<file path="src/rtl/cpu_defs_pkg.sv">
// Shared pipeline definitions: the stall vector type and its bit indices,
// the default exception and ERET constants, the pipeline-control state
// encoding, and the stall-priority decode helper.
package cpu_defs_pkg;

  // Hold vector: bit i freezes pipeline register i.
  typedef logic [4:0] stall_vec_t;

  localparam int unsigned STALL_PC    = 0;
  localparam int unsigned STALL_IF_ID = 1;
  localparam int unsigned STALL_ID_EX = 2;
  localparam int unsigned STALL_EX_MM = 3;
  localparam int unsigned STALL_WB    = 4;

  localparam logic [31:0] EXC_VECTOR = 32'hBFC0_0380;
  localparam logic [31:0] ERET_CODE  = 32'h0000_000E;

  typedef enum logic [0:0] {
    RUN  = 1'b0,
    HOLD = 1'b1
  } ctrl_state_e;

  // The furthest-downstream requester wins. Every register up to and
  // including the one that feeds that stage is held. The register after
  // it keeps moving, so a bubble flows downstream.
  function automatic stall_vec_t stall_decode(input logic req_if, input logic req_id,
                                              input logic req_exe, input logic req_mem);
    stall_vec_t v;
    v = '0;
    if (req_mem)      v = 5'b01111;
    else if (req_exe) v = 5'b00111;
    else if (req_id)  v = 5'b00011;
    else if (req_if)  v = 5'b00001;
    return v;
  endfunction

endpackage

</file>
<file path="src/rtl/pipeline_ctrl_if.sv">
// Handshake bundle between the pipeline stages and pipeline_ctrl.
//   slave  : the controller side. It receives the stall requests, the
//            exception and ERET information and if_busy, and it drives the
//            stall, flush and redirect outputs and the performance counter.
//   master : the pipeline side, with the opposite directions.
interface pipeline_ctrl_if #(
  parameter int unsigned CNT_W = 32
);
  import cpu_defs_pkg::*;

  logic             stallreq_if_i;
  logic             stallreq_id_i;
  logic             stallreq_exe_i;
  logic             stallreq_mem_i;
  logic             if_busy_i;
  logic             exc_valid_i;
  logic [31:0]      exc_code_i;
  logic [31:0]      cp0_epc_i;
  stall_vec_t       stall_o;
  logic             flush_o;
  logic             redirect_o;
  logic [31:0]      new_pc_o;
  logic             busy_o;
  logic [CNT_W-1:0] stall_cycles_o;

  modport slave (
    input  stallreq_if_i, stallreq_id_i, stallreq_exe_i, stallreq_mem_i,
           if_busy_i, exc_valid_i, exc_code_i, cp0_epc_i,
    output stall_o, flush_o, redirect_o, new_pc_o, busy_o, stall_cycles_o
  );

  modport master (
    output stallreq_if_i, stallreq_id_i, stallreq_exe_i, stallreq_mem_i,
           if_busy_i, exc_valid_i, exc_code_i, cp0_epc_i,
    input  stall_o, flush_o, redirect_o, new_pc_o, busy_o, stall_cycles_o
  );

endinterface

</file>
<file path="src/rtl/pipeline_ctrl.sv">
// Central stall/flush scheduler for the 5-stage pipeline.
//   clk, rst : clock and synchronous active-high reset
//   bus      : pipeline_ctrl_if.slave
//              inputs : stall requests from IF/ID/EXE/MEM, if_busy, and the
//                       exception valid/code and EPC from MEM
//              outputs: stall_o (per-register hold), flush_o, the redirect_o
//                       pulse with new_pc_o, busy_o (a redirect is pending),
//                       and the saturating stall_cycles_o counter
// An exception flushes the pipeline immediately. If a fetch is still in
// flight, the redirect waits in HOLD with the PC frozen until the fetch
// completes.
module pipeline_ctrl #(
  parameter logic [31:0] EXC_VECTOR = cpu_defs_pkg::EXC_VECTOR,
  parameter logic [31:0] ERET_CODE  = cpu_defs_pkg::ERET_CODE,
  parameter int unsigned CNT_W      = 32
) (
  input logic            clk,
  input logic            rst,
  pipeline_ctrl_if.slave bus
);
  import cpu_defs_pkg::*;

  ctrl_state_e      state_q, state_d;
  logic [31:0]      target_q;
  logic [31:0]      exc_target;
  logic [CNT_W-1:0] cnt_q;

  stall_vec_t  stall;
  logic        flush, redirect, busy;
  logic [31:0] new_pc;

  assign exc_target = (bus.exc_code_i == ERET_CODE) ? bus.cp0_epc_i : EXC_VECTOR;

  // Outputs are held at zero while rst is asserted, so nothing leaks out
  // during the reset cycle, including a pending redirect.
  always_comb begin
    state_d  = state_q;
    stall    = '0;
    flush    = 1'b0;
    redirect = 1'b0;
    new_pc   = '0;
    busy     = 1'b0;
    if (!rst) begin
      unique case (state_q)
        RUN: begin
          if (bus.exc_valid_i) begin
            flush = 1'b1;
            if (!bus.if_busy_i) begin
              redirect = 1'b1;
              new_pc   = exc_target;
            end else begin
              state_d = HOLD;
            end
          end else begin
            stall = stall_decode(bus.stallreq_if_i, bus.stallreq_id_i,
                                 bus.stallreq_exe_i, bus.stallreq_mem_i);
          end
        end
        HOLD: begin
          // In HOLD the exception input is ignored. MEM is being flushed,
          // so any exception it reports here comes from a wrong-path
          // instruction.
          busy            = 1'b1;
          flush           = 1'b1;
          stall[STALL_PC] = 1'b1;
          if (!bus.if_busy_i) begin
            redirect = 1'b1;
            new_pc   = target_q;
            state_d  = RUN;
          end
        end
        default: state_d = RUN;
      endcase
    end
  end

  always_ff @(posedge clk) begin
    if (rst) begin
      state_q  <= RUN;
      target_q <= '0;
      cnt_q    <= '0;
    end else begin
      state_q <= state_d;
      if (state_q == RUN && bus.exc_valid_i)
        target_q <= exc_target;
      if (stall[STALL_PC] && cnt_q != '1)
        cnt_q <= cnt_q + 1'b1;
    end
  end

  assign bus.stall_o        = stall;
  assign bus.flush_o        = flush;
  assign bus.redirect_o     = redirect;
  assign bus.new_pc_o       = new_pc;
  assign bus.busy_o         = busy;
  assign bus.stall_cycles_o = cnt_q;

endmodule

</file>
<file path="src/flat_wrapper.sv">
// flat-port wrapper written by rule: the top's interface ports become plain ports
module pipeline_ctrl_flat import cpu_defs_pkg::*;
#(
  parameter logic [31:0] EXC_VECTOR = cpu_defs_pkg::EXC_VECTOR,
  parameter logic [31:0] ERET_CODE  = cpu_defs_pkg::ERET_CODE,
  parameter int unsigned CNT_W      = 32
)
  (clk, rst, bus_stallreq_if_i, bus_stallreq_id_i, bus_stallreq_exe_i, bus_stallreq_mem_i, bus_if_busy_i, bus_exc_valid_i, bus_exc_code_i, bus_cp0_epc_i, bus_stall_o, bus_flush_o, bus_redirect_o, bus_new_pc_o, bus_busy_o, bus_stall_cycles_o);
  pipeline_ctrl_if #(.CNT_W(CNT_W)) bus_i ();
  input logic clk;
  input logic rst;
  input wire logic [$bits(bus_i.stallreq_if_i)-1:0] bus_stallreq_if_i;
  input wire logic [$bits(bus_i.stallreq_id_i)-1:0] bus_stallreq_id_i;
  input wire logic [$bits(bus_i.stallreq_exe_i)-1:0] bus_stallreq_exe_i;
  input wire logic [$bits(bus_i.stallreq_mem_i)-1:0] bus_stallreq_mem_i;
  input wire logic [$bits(bus_i.if_busy_i)-1:0] bus_if_busy_i;
  input wire logic [$bits(bus_i.exc_valid_i)-1:0] bus_exc_valid_i;
  input wire logic [$bits(bus_i.exc_code_i)-1:0] bus_exc_code_i;
  input wire logic [$bits(bus_i.cp0_epc_i)-1:0] bus_cp0_epc_i;
  output wire logic [$bits(bus_i.stall_o)-1:0] bus_stall_o;
  output wire logic [$bits(bus_i.flush_o)-1:0] bus_flush_o;
  output wire logic [$bits(bus_i.redirect_o)-1:0] bus_redirect_o;
  output wire logic [$bits(bus_i.new_pc_o)-1:0] bus_new_pc_o;
  output wire logic [$bits(bus_i.busy_o)-1:0] bus_busy_o;
  output wire logic [$bits(bus_i.stall_cycles_o)-1:0] bus_stall_cycles_o;
  assign bus_i.stallreq_if_i = bus_stallreq_if_i;
  assign bus_i.stallreq_id_i = bus_stallreq_id_i;
  assign bus_i.stallreq_exe_i = bus_stallreq_exe_i;
  assign bus_i.stallreq_mem_i = bus_stallreq_mem_i;
  assign bus_i.if_busy_i = bus_if_busy_i;
  assign bus_i.exc_valid_i = bus_exc_valid_i;
  assign bus_i.exc_code_i = bus_exc_code_i;
  assign bus_i.cp0_epc_i = bus_cp0_epc_i;
  assign bus_stall_o = bus_i.stall_o;
  assign bus_flush_o = bus_i.flush_o;
  assign bus_redirect_o = bus_i.redirect_o;
  assign bus_new_pc_o = bus_i.new_pc_o;
  assign bus_busy_o = bus_i.busy_o;
  assign bus_stall_cycles_o = bus_i.stall_cycles_o;
  pipeline_ctrl #(.EXC_VECTOR(EXC_VECTOR), .ERET_CODE(ERET_CODE), .CNT_W(CNT_W)) u_core (.clk(clk), .rst(rst), .bus(bus_i));
endmodule
</file>
<file path="config.mk">
export PLATFORM = sky130hd
export DESIGN_NAME = pipeline_ctrl_flat
export DESIGN_NICKNAME = d
export VERILOG_FILES = /design/src/rtl/cpu_defs_pkg.sv /design/src/rtl/pipeline_ctrl_if.sv /design/src/rtl/pipeline_ctrl.sv /design/src/flat_wrapper.sv
export SDC_FILE = /design/constraint.sdc
export NUM_CORES = 1
export LEC_CHECK = 0
export BUFFER_PORTS_ARGS = -buffer_cell sky130_fd_sc_hd__buf_4
export CAP_MARGIN = 20
export CORE_ASPECT_RATIO = 0.9
export CORE_UTILIZATION = 42
export CTS_BUF_LIST = sky130_fd_sc_hd__clkbuf_8
export DETAILED_ROUTE_END_ITERATION = 10
export PLACE_DENSITY = 0.72
export SYNTH_ARGS = -nofsm -noshare
export SYNTH_HDL_FRONTEND = slang
export SYNTH_SLANG_ARGS = --single-unit
</file>
<file path="constraint.sdc">
create_clock -name clk -period 6.19 [get_ports clk]
set_clock_uncertainty 0.15 [all_clocks]
set_input_delay 0.619 -clock clk [delete_from_list [all_inputs] [get_ports clk]]
set_output_delay 0.619 -clock clk [all_outputs]
set_load 0.05 [all_outputs]
</file>
### Yosys cells after proc, flatten, opt, wreduce, memory -nomap -nowiden

Index checks and enable logic that the tools add are counted.

| cells by class | value |
|---|---|
| add/subtract/negate cells | 1 |
| bitwise gates (word level) | 1 |
| mux-type cells | 26 |
| reductions and logical operators | 2 |
| equality and inequality tests | 2 |

Operators with widths:

| cell | number |
|---|---|
| two-way mux 32 bit | 5 |
| case mux 32 bit (2 select lines) | 1 |
| adder 32 x 1 -> 32 bit (second input constant) | 1 |
| equality test 32 x 4 -> 1 bit (second input constant) | 1 |
| inequality test 32 bit (second input constant) | 1 |
| two-way mux 5 bit | 5 |
| two-way mux 1 bit | 10 |
| case mux 1 bit (2 select lines) | 4 |
| two-way mux 4 bit | 1 |
| logical AND 1 bit | 2 |
| NOT 1 bit | 1 |

| word-level totals | value |
|---|---|
| output and inout port bits | 72 |
| register bits | 65 |
| word-level logic and storage cells | 35 |

### Longest topological paths before layout

| depth | value |
|---|---|
| depth after elaboration | 8 |
| depth in mapped cells | 8 |

### Worst setup path before layout

No wires, ideal clock.

| timing path | value |
|---|---|
| kind | input port to output port |
| from | in rst |
| to | out bus_new_pc_o[31] |
| path slack | 2.626 ns |
| stages on the path | 7 |
| path buffers | 3 |
| data arrival time | 2.795 ns |
| cells stage by stage | clkbuf_1 > nor2b_1 > nor2b_1 > clkbuf_1 > clkbuf_1 > nand2_1 > o21ai_0 |

| between the ends | value |
|---|---|
| word-level cells in the longest chain between the ends | 1 |

RTL lines:

| element | RTL line | text |
|---|---|---|
| start: declaration | flat_wrapper.sv:11 | `input logic rst;` |
| two-way mux 32 bit | pipeline_ctrl.sv:43 | `if (!rst) begin` |
| end: declaration | flat_wrapper.sv:23 | `output wire logic [$bits(bus_i.new_pc_o)-1:0] bus_new_pc_o;` |

Every way passes these cells.

### Worst setup path after layout

| timing path | value |
|---|---|
| from | in rst |
| to | out bus_new_pc_o[11] |

The elaborated chain is that of the path after synthesis.

==> out/summary.md <==
The logic depth of the worst register-to-register path came out at 5. The worst-case IR drop observed on VDD is 102.4 uV. Type of element launching the critical path: a primary input. The run gives 0.4821 as the worst slew slack as a fraction of its limit. For this design the ratio of total power to cell area is 186.1 nW/um^2. The async set-or-reset flop fraction in the synthesized netlist is 0. The area share of the largest cell type after synthesis is 0.3977, and the worst hold path cell count is 2. The logs give 4367 sq um for the placement-stage cell area and 0 for the number of antenna violations at the first check in global routing. Of all nets on the critical path, the largest fanout is 39.

Counting every instance in the synthesized netlist gives 378. Clock-pin slew was measured on the worst setup and hold paths at 0.06 ns. The post-synthesis instance area is 3272 sq um, and the overall global routing resource usage is 0.2283. Post-route setup TNS: 0 ns.

The biggest area contributor in the post-synthesis netlist is sky130_fd_sc_hd__dfxtp_1. Entering global routing, the biggest net connects 40 pins. The run gives 584 as the post-layout net count. Before CTS, the worst setup slack after placement is 2.131 ns. The number of different library cells in the post-synthesis netlist was 50; the core occupancy in the finished layout was 0.6033. The logs give 3012 for the number of global-route vias before repair and 0 for the remaining routing DRC violations.

At the pin with the least slew margin, the transition time is 0.7769 ns. STA classifies the critical path endpoint as a primary output. Summed over all layers, the global routing overflow is 0.

During synthesis, Yosys emitted a total of 0 warnings. Max-cap violations in this run came to 0. In this run the deepest clock path goes through 2 buffers. The post-cts resize count came out at 0.

After clock tree synthesis, the flow added hold-fix buffers numbering 0. The run finished with clean final reports. The clock reaches the later pin of the worst-skew pair after 0.33 ns. Once detail routing completed, the nets flagged for antenna violations numbered 0.

The total length of routed wires came out at 9290 um. Detailed routing inserted a total of 3438 vias. The wire length per cell after detailed routing was 15.23 um; the number of inserted filler cells in the final layout was 688. Setup violations remaining at the end of the flow were counted as 0. For the worst setup path, the data required time is 5.42 ns. Net count of the mapped netlist: 451. Timing would allow up to 278.6 MHz.

CTS built an H-tree with a depth of 3. Dividing the synthesized area by the synthesized cell count gives 8.656 sq um. Share of cells above drive strength 1: 0.3444. The final number of hold-violating endpoints was 0. At the end of routability-driven placement, the weighted congestion stood at 0.8101. The final total power came out at 0.0008473 W. 144 I/O pins were placed.

The synthesized design contains 0 enable-type register cells. The logs give 0.3977 for the fraction of the yosys area taken by sequential cells and 159 for the number of DRC violations after detailed-routing iteration 0. Summed over all cells, the static leakage comes to 1.932 nW. In this run the core area contains 30 standard-cell rows. The first global-routing pass estimated 14460 um of wire.

Type of the tightest min-delay check: flop to flop. Initial core utilization: 0.4337. The number of clock buffers added by TritonCTS is 9.

The chip width came out at 95.04 um. The tree is rooted in a sky130_fd_sc_hd__clkbuf_8. For the worst setup path, the data arrival time is 2.82 ns. For this run, the detailed router's first-pass iteration total came to 4. By area the synthesized netlist is led by sky130_fd_sc_hd__dfxtp_1 40%, sky130_fd_sc_hd__a22o_1 11%, sky130_fd_sc_hd__o21ai_0 4.7%, sky130_fd_sc_hd__nand2_1 4.1%, sky130_fd_sc_hd__a21oi_1 3.7%. The run gives 2.600 ns as the final worst slack. The worst setup path is of the primary input to primary output kind. Buffers added to address setup during post-CTS repair amount to 0. Setup repair after global routing left no endpoint under its margin.

Summed over all nets, the half-perimeter wirelength after detailed placement is 6905 um. The via density per instance came out at 5.636. The number of buffers added on ports was 142; the synthesis-to-layout area growth was 39.12%. The repair_antennas step left the layout with diodes totalling 0.

The total area inside the core boundary comes to 7545 sq um. After routing the design area is 4552 sq um. In the synthesized netlist the dominant register cell turns out to be sky130_fd_sc_hd__dfxtp_1. The post-route fraction of the period consumed by the critical path is 0.5800, and the final period demand of the worst path is 3.590 ns.

For the number of pins with negative max-slew slack in the final report, the log shows 0. The die covers 8147 sq um. TritonCTS built the clock tree.

After synthesis the netlist holds a flip-flop and latch count of 65. Chip height: 85.73 um. The tools report the sink count of the clock tree as 65.
critical path: stages:
cell                      delay (ns)
sky130_fd_sc_hd__buf_4          0.25
sky130_fd_sc_hd__inv_1          0.20
sky130_fd_sc_hd__nand2_1        0.29
sky130_fd_sc_hd__or2_2          0.49
sky130_fd_sc_hd__nor2_1         0.30
sky130_fd_sc_hd__buf_4          0.28
sky130_fd_sc_hd__a22o_1         0.17
sky130_fd_sc_hd__buf_4          0.20
state kept, by name, summed over array words and instances (netlist names):
register,count
u_core.state_q,1
u_core.target_q,32
u_core.bus.stall_cycles_o,32
where the power goes:
| part | total (W) | leakage [nW] | switching [W] | internal [W] |
|---|---|---|---|---|
| Clock | 0.000305 | 0.0951 | 0.000146 | 0.000159 |
| Combinational | 0.000111 | 1.31 | 0.0000636 | 0.0000470 |
| Sequential | 0.000432 | 0.527 | 0.00000518 | 0.000426 |
Yosys cell counts, drive strengths merged (4+ instances only):
cell / n
dfxtp: 65
a22o: 40
nand2: 38
o21ai: 37
nor2: 31
a21oi: 24
or3: 15
clkbuf: 14
nand3: 14
o31ai: 14
nand4: 12
or4: 12
nor4: 11
buf: 10
and2: 5
and3: 5
nor2b: 5
nor3: 4
final timing paths:
kind	start	to	slack, ns
worst max register to register	u_core.state_q	u_core.bus.stall_cycles_o[7]	3.65
worst min-delay path	u_core.target_q[8]	u_core.target_q[8]	0.31
worst min register to register	u_core.target_q[8]	u_core.target_q[8]	0.31
worst max-delay path	rst	bus_new_pc_o[11]	2.60
layout make-up:
type	instances	area (sq um)	share of cell area
multi-input combinational	286	1842	0.4046
inverter	3	11.26	0.002474
clock inverter	3	11.26	0.002474
timing repair buffer	146	1115	0.2449
clock buffer	11	151.4	0.03326
tap	96	120.1	0.02639
sequential	65	1301	0.2859
placed cells by master, fill, tap and decap left out, drive strengths merged, types with 2 or more instances in the layout:
cell	synthesis	final
nor4	11	11
and2	5	5
buf	10	146
nand2	38	38
nor3	4	4
or4	12	12
inv	3	6
o211ai	2	2
or3	15	15
o21ai	37	37
and3	5	5
mux2i	2	2
dfxtp	65	65
nand3	14	14
mux2	2	2
clkbuf	14	11
nor2	31	31
o31ai	14	14
nand4	12	12
a22o	40	40
nor2b	5	5
and4	3	3
a21oi	24	24
routing by layer:
layer  up-vias  routed length [um]  global-route usage
met1      1611                3899              0.2924
met4         0                 131             0.06612
met3        11                 541             0.06915
met2       120                4717              0.3695
li1       1696                   -                   -
met5         -                   0                   0
through the flow:
step,hold WS [ns],std cells
detailed placement,0.2940,594
global placement,0.2851,592
global route,0.3254,610
floorplan,0.2749,378
finish,0.3080,610
CTS,0.3095,608
cells by family (layout without fill, tap and decap cells):
kind of cell | count (synthesis) | after routing | synth area share
XOR/XNOR | 2 | 2 | 0.005355
other | 1 | 1 | 0.001146
flip-flops | 65 | 65 | 0.3977
adder cells (fa/ha/maj) | 1 | 1 | 0.003823
multiplexers | 4 | 4 | 0.01300
AND/OR/NAND/NOR | 158 | 158 | 0.2853
buffers and inverters | 27 | 163 | 0.04092
AO/OA/AOI/OAI | 120 | 120 | 0.2528
Note: power is estimated with default switching activity, not from simulation.
